--- config.mk ---
export PLATFORM = sky130hd
export DESIGN_NAME = iram_loader
export DESIGN_NICKNAME = d
export VERILOG_FILES = /design/src/rtl/iram_loader_pkg.sv /design/src/rtl/iram_loader.sv
export SDC_FILE = /design/constraint.sdc
export NUM_CORES = 1
export LEC_CHECK = 0
export ABC_AREA = 0
export CAP_MARGIN = 10
export CORE_MARGIN = 2
export CORE_UTILIZATION = 30
export CTS_BUF_LIST = sky130_fd_sc_hd__clkbuf_8
export DETAILED_ROUTE_END_ITERATION = 10
export PLACE_DENSITY = 0.47
export SLEW_MARGIN = 10
export SYNTH_ARGS = -nofsm -noshare
export SYNTH_HDL_FRONTEND = slang
export SYNTH_SLANG_ARGS = --single-unit
--- constraint.sdc ---
create_clock -name clk -period 3 [get_ports clk]
set_clock_uncertainty 0.15 [all_clocks]
set_input_delay 0.6 -clock clk [delete_from_list [all_inputs] [get_ports clk]]
set_output_delay 0.6 -clock clk [all_outputs]
set_load 0.01 [all_outputs]
--- src/rtl/iram_loader_pkg.sv ---
// iram_loader_pkg: shared types and default widths for the instruction-RAM
// loader. The processor top uses IRAM_ADDR_W/IRAM_DATA_W as well.
// Optional feature macro: LOADER_CHECKSUM_EN (adds the CSUM state).
package iram_loader_pkg;

  localparam int IRAM_ADDR_W = 9;
  localparam int IRAM_DATA_W = 9;

`ifdef LOADER_CHECKSUM_EN
  typedef enum logic [2:0] {
    ST_LEN,
    ST_DATA,
    ST_CSUM,
    ST_DONE,
    ST_ERR
  } loader_state_t;
`else
  typedef enum logic [2:0] {
    ST_LEN,
    ST_DATA,
    ST_DONE,
    ST_ERR
  } loader_state_t;
`endif

  // The loader takes stream words in every state except the two idle ones.
  function automatic logic state_accepts(input loader_state_t s);
    return !(s == ST_DONE || s == ST_ERR);
  endfunction

endpackage

--- src/rtl/iram_loader.sv ---
// iram_loader: streams a length-prefixed program image into instruction RAM
// and holds the processor (cpu_hold) until the image is in place.
// Stream format: N, then N data words written to addresses 0..N-1.
// Optional feature macro: LOADER_CHECKSUM_EN -- a trailing XOR checksum word
// is accepted and compared; a mismatch parks the loader in ERR with err=1.
// The processor top gates its PC/IAR/control-unit clock enables with cpu_hold.
module iram_loader
  import iram_loader_pkg::*;
#(
  parameter int ADDR_W = IRAM_ADDR_W,
  parameter int DATA_W = IRAM_DATA_W
) (
  input  logic              clk,
  input  logic              rst_n,
  input  logic              start,
  input  logic              s_valid,
  output logic              s_ready,
  input  logic [DATA_W-1:0] s_data,
  output logic              iram_we,
  output logic [ADDR_W-1:0] iram_addr,
  output logic [DATA_W-1:0] iram_wdata,
  output logic              cpu_hold,
  output logic              done,
  output logic              err
);

`ifdef LOADER_CHECKSUM_EN
  localparam loader_state_t AFTER_DATA = ST_CSUM;
`else
  localparam loader_state_t AFTER_DATA = ST_DONE;
`endif

  loader_state_t     state_reg, state_next;
  logic [ADDR_W-1:0] cnt_reg;
  logic [ADDR_W-1:0] len_reg;
  logic [ADDR_W-1:0] addr_reg;
  logic [DATA_W-1:0] wdata_reg;
  logic              ready_reg;
  logic              we_reg;
  logic              done_reg;

  logic              accept;
  logic              last_word;
  logic              restart;
  logic [ADDR_W-1:0] len_word;

  // s_ready is registered, so a handshake can only happen when it is visible.
  assign accept    = s_valid && ready_reg;
  assign len_word  = ADDR_W'(s_data);
  assign last_word = (cnt_reg == len_reg - ADDR_W'(1));
  assign restart   = start && (state_reg == ST_DONE || state_reg == ST_ERR);

`ifdef LOADER_CHECKSUM_EN
  logic [DATA_W-1:0] csum_reg;
  logic              err_reg;
  logic              csum_ok;

  assign csum_ok = (csum_reg == s_data);
  assign err     = err_reg;

  // Running XOR over data words; sticky error until a restart.
  always_ff @(posedge clk or negedge rst_n) begin
    if (!rst_n) begin
      csum_reg <= '0;
      err_reg  <= 1'b0;
    end else begin
      if (restart) begin
        csum_reg <= '0;
        err_reg  <= 1'b0;
      end else begin
        if (accept && state_reg == ST_DATA) csum_reg <= csum_reg ^ s_data;
        if (state_reg == ST_CSUM && state_next == ST_ERR) err_reg <= 1'b1;
      end
    end
  end
`else
  assign err = 1'b0;
`endif

  // State register.
  always_ff @(posedge clk or negedge rst_n) begin
    if (!rst_n) state_reg <= ST_LEN;
    else        state_reg <= state_next;
  end

  // Next-state logic: LEN -> DATA -> (CSUM) -> DONE/ERR, restart back to LEN.
  always_comb begin
    state_next = state_reg;
    case (state_reg)
      ST_LEN:  if (accept) state_next = (len_word == '0) ? AFTER_DATA : ST_DATA;
      ST_DATA: if (accept && last_word) state_next = AFTER_DATA;
`ifdef LOADER_CHECKSUM_EN
      ST_CSUM: if (accept) state_next = csum_ok ? ST_DONE : ST_ERR;
`endif
      ST_DONE: if (start) state_next = ST_LEN;
      ST_ERR:  if (start) state_next = ST_LEN;
      default: state_next = ST_LEN;
    endcase
  end

  // Datapath: length capture, address counter and the one-cycle write stage.
  always_ff @(posedge clk or negedge rst_n) begin
    if (!rst_n) begin
      cnt_reg   <= '0;
      len_reg   <= '0;
      addr_reg  <= '0;
      wdata_reg <= '0;
      ready_reg <= 1'b0;
      we_reg    <= 1'b0;
      done_reg  <= 1'b0;
    end else begin
      ready_reg <= state_accepts(state_next);
      we_reg    <= accept && (state_reg == ST_DATA);
      done_reg  <= (state_next == ST_DONE) && (state_reg != ST_DONE);
      if (accept && state_reg == ST_LEN) len_reg <= len_word;
      if (accept && state_reg == ST_DATA) begin
        addr_reg  <= cnt_reg;
        wdata_reg <= s_data;
        cnt_reg   <= cnt_reg + ADDR_W'(1);
      end
      if (restart) cnt_reg <= '0;
    end
  end

  assign s_ready    = ready_reg;
  assign iram_we    = we_reg;
  assign iram_addr  = addr_reg;
  assign iram_wdata = wdata_reg;
  assign done       = done_reg;
  // Keep the CPU held through the cycle that carries the final write.
  assign cpu_hold   = (state_reg != ST_DONE) || we_reg;

endmodule

==> impl_metrics.csv <==
group,metric,value,unit
synthesis,ys_types,44,
clocking,clk_transition_reported_paths,0.08,ns
setup_path,endpoint_kind,"primary output",
finish,register_area,1050,µm²
clocking,cts_setup_buffers,0,
place,portBuffers,34,
timing,hold_violations,0,
clocking,clock_sinks,42,
timing,maxSlewViolCount,0,
grt,antenna_found_initial,0,
die,initial_core_util,31.0,%
timing,fmax,0.377,GHz
clocking,hold_buffers,0,
finish,utilization,38.6,%
setup_path,cp_top_family,"simple AND/OR/NAND/NOR gates",
routing,vias_per_cell,4.83,
clocking,insertion_delay,0.29,ns
timing,rsz0062_at_grt,"false",
grt,overflow,0,
setup_path,cpMaxStageDelayCell,"or4b_2",
routing,wl,4880,µm
synthesis,yosys_warnings,0,
die,die_h,87.5,µm
routing,remaining_drc_errors,0,
pwr,power_density,666,nW/µm²
pwr,sw_frac_of_total,33.0,%
die,fp.dieW,87.5,µm
die,num_rows,30,
clocking,clockRootBuffer,"clkbuf_8",
setup_path,crit_arrival,1.90,ns
grt,grt_max_degree,43,
finish,final_nets,277,
synthesis,avgSynthCellArea,9.26,µm²
routing,via_count,1658,
pwr,leakagePower,1.17,nW
clocking,htree_levels,2,
setup_path,cp_cell_sequence,"or4b_2 > clkdlybuf4s50_1",
finish,most-common-layout-cells,"nand2_1 (64), dfrtp_1 (42), clkdlybuf4s50_1 (33)",
clocking,cts_tree,"done",
synthesis,ys_ff_latch,42,
finish,num-fill-cells,721,
timing,worst_pin_slew,0.954,ns
timing,fin_hold_ws,0.308,ns
die,core_area,6760,µm²
pwr,ir_worst_vdd,217,µV
timing,setup-violations-final,0,
place,place_ws,0.333,ns
routing,dr.first_iter.drc_count,119,
place,hpwl,3550,µm
pwr,clkPwrFrac,21.4,%
worst_hold_path,hold_class,"primary input to asynchronous set/reset pin",
setup_path,required,2.25,ns
timing,fin_tns_setup,0,ns
place,gp_congestion,0.926,
synthesis,synthTopCellsByArea,"dfrtp_1 (50%), nand2_1 (11%), mux2_2 (3.8%), xnor2_1 (3.8%), nor2_1 (3.0%)",
grt,first_global_vias,1615,
finish,n_antenna_cell,0,
pwr,power,1.74,mW
timing,post-route-period-util,88.4,%
pwr,switching_power,0.573,mW
run_status,status,"complete, no violations",
setup_path,critical_path_buf_inv_count,1,
pwr,internal_power,1.16,mW
timing,period_minus_slack,2.65,ns
finish,layout_commonest_cell,"nand2_1",
setup_path,crit_path_max_incr_delay,0.61,ns
finish,drive_gt1_share,10.6,%
clocking,cts_buffers,5,
synthesis,synth.largest_area_cell,"dfrtp_1",
routing,antenna_left,0,
die,pin_count,36,
finish,syn2layout_area_growth,24.7,%
finish,multi_input_area,976,µm²
setup_path,critPathKind,"register to primary output",
timing,fin_ws,0.348,ns
timing,relSlewSlack,36.4,%
setup_path,crit_path_max_fanout,10,
flow_run,maxCapViolCount,0,
grt,grt_pass1_wl,8120,µm
synthesis,synth_top_area_share,50.2,%
clocking,cts-resized-gates,0,
routing,drt_pass1_iterations,4,
clocking,cts_buffer_depth,2,
synthesis,synth.cell_area,2090,µm²
die,die_area,7660,µm²
routing,post_drt_wl_per_cell,14.2,µm
synthesis,syn-instance-count,226,
synthesis,ys_seq_area_share,50.2,%
pwr,combPwrFrac,30.7,%
pwr,power_frac_seq,47.9,%
grt,grt_usage,13.8,%
setup_path,start_kind,"register",
## through the flow
step	cell area [µm²]	std cells
after global routing	2610	343
after detailed placement	2520	335
final	2610	343
after floorplan	2100	227
after CTS	2610	343
after global placement	2520	335
## path summary, 6_finish.rpt
| kind | from | end | slack (ns) | cells past startpoint |
|---|---|---|---|---|
| min in group clk | iram_addr[4]$_DFFE_PN0P_ | iram_addr[4]$_DFFE_PN0P_ | 0.33 | 2 |
| hold reg to reg | iram_addr[4]$_DFFE_PN0P_ | iram_addr[4]$_DFFE_PN0P_ | 0.33 | 2 |
| setup reg to reg | len_reg[1]$_DFFE_PN0P_ | s_ready$_DFF_PN0_ | 0.48 | 7 |
| max in group asynchronous | rst_n | iram_wdata[1]$_DFFE_PN0P_ | 1.80 | 1 |
| hold / removal | rst_n | iram_wdata[6]$_DFFE_PN0P_ | 0.31 | 1 |
| setup / recovery | state_reg[1]$_DFF_PN0_ | cpu_hold | 0.35 | 2 |
## layer usage
metal	vias to the layer above	part of all wire, %	track usage [%]
met1	787	51	19.5
met2	31	45	20.8
met3	2	3.0	3.11
li1	838	-	-
met4	0	1.1	5.03
met5	-	0	0
## Yosys cell counts
master,count
a21oi_1,6
a22oi_1,1
a31o_1,2
a31oi_1,4
a32oi_1,1
a41oi_1,1
and2_1,1
and3_1,2
and3b_1,1
and4b_4,1
buf_1,1
buf_4,1
buf_6,2
clkbuf_1,7
clkbuf_2,1
clkinv_1,1
conb_1,1
dfrtp_1,42
ha_1,2
inv_1,2
mux2_2,7
nand2_1,64
nand3_1,2
nand4_1,4
nor2_1,17
nor2b_1,2
nor3_1,5
nor3b_1,1
nor4_1,6
nor4bb_1,1
o211ai_1,1
o21a_1,2
o21ai_0,7
o21bai_1,1
or2b_1,1
or2b_2,1
or3_1,2
or3_2,2
or4_1,1
or4_4,1
or4b_1,1
or4b_2,1
xnor2_1,9
xor2_1,7
## worst reg2reg max path, cell delays in order (launching register included)
cell and delay, ns:
dfrtp_1 0.48, inv_1 0.12, ha_1 0.27, nor3b_1 0.53, xnor2_1 0.19, a32oi_1 0.11, a22oi_1 0.39, a31oi_1 0.15
## power groups by stage
stage          registers (mW)  logic [mW]  clock network [mW]
5_1_grt                 0.855       0.606               0.413
4_1_cts                 0.832       0.543               0.391
3_3_place_gp            0.841       0.538                   0
3_5_place_dp            0.842       0.540                   0
6_report                0.832       0.533               0.373
2_1_floorplan           0.818       0.320                   0
## logic make-up after synthesis
family / synth area share [%]
fa+ha+maj: 1.20
buf+inv: 3.65
other cells: 0.179
xor+xnor: 6.69
simple gates: 26.5
flops: 50.2
compound gates: 7.77
mux: 3.77
## area by class of cell
| type | count | area share, % |
|---|---|---|
| flip-flops and latches | 42 | 40.3 |
| multi-input cells | 170 | 37.4 |
| repair buffers | 40 | 14.6 |
| well taps | 80 | 3.84 |
| clock buffers | 6 | 3.16 |
| inverters | 3 | 0.431 |
| clock inverters | 2 | 0.336 |
Note: power is estimated with default switching activity, not from simulation.
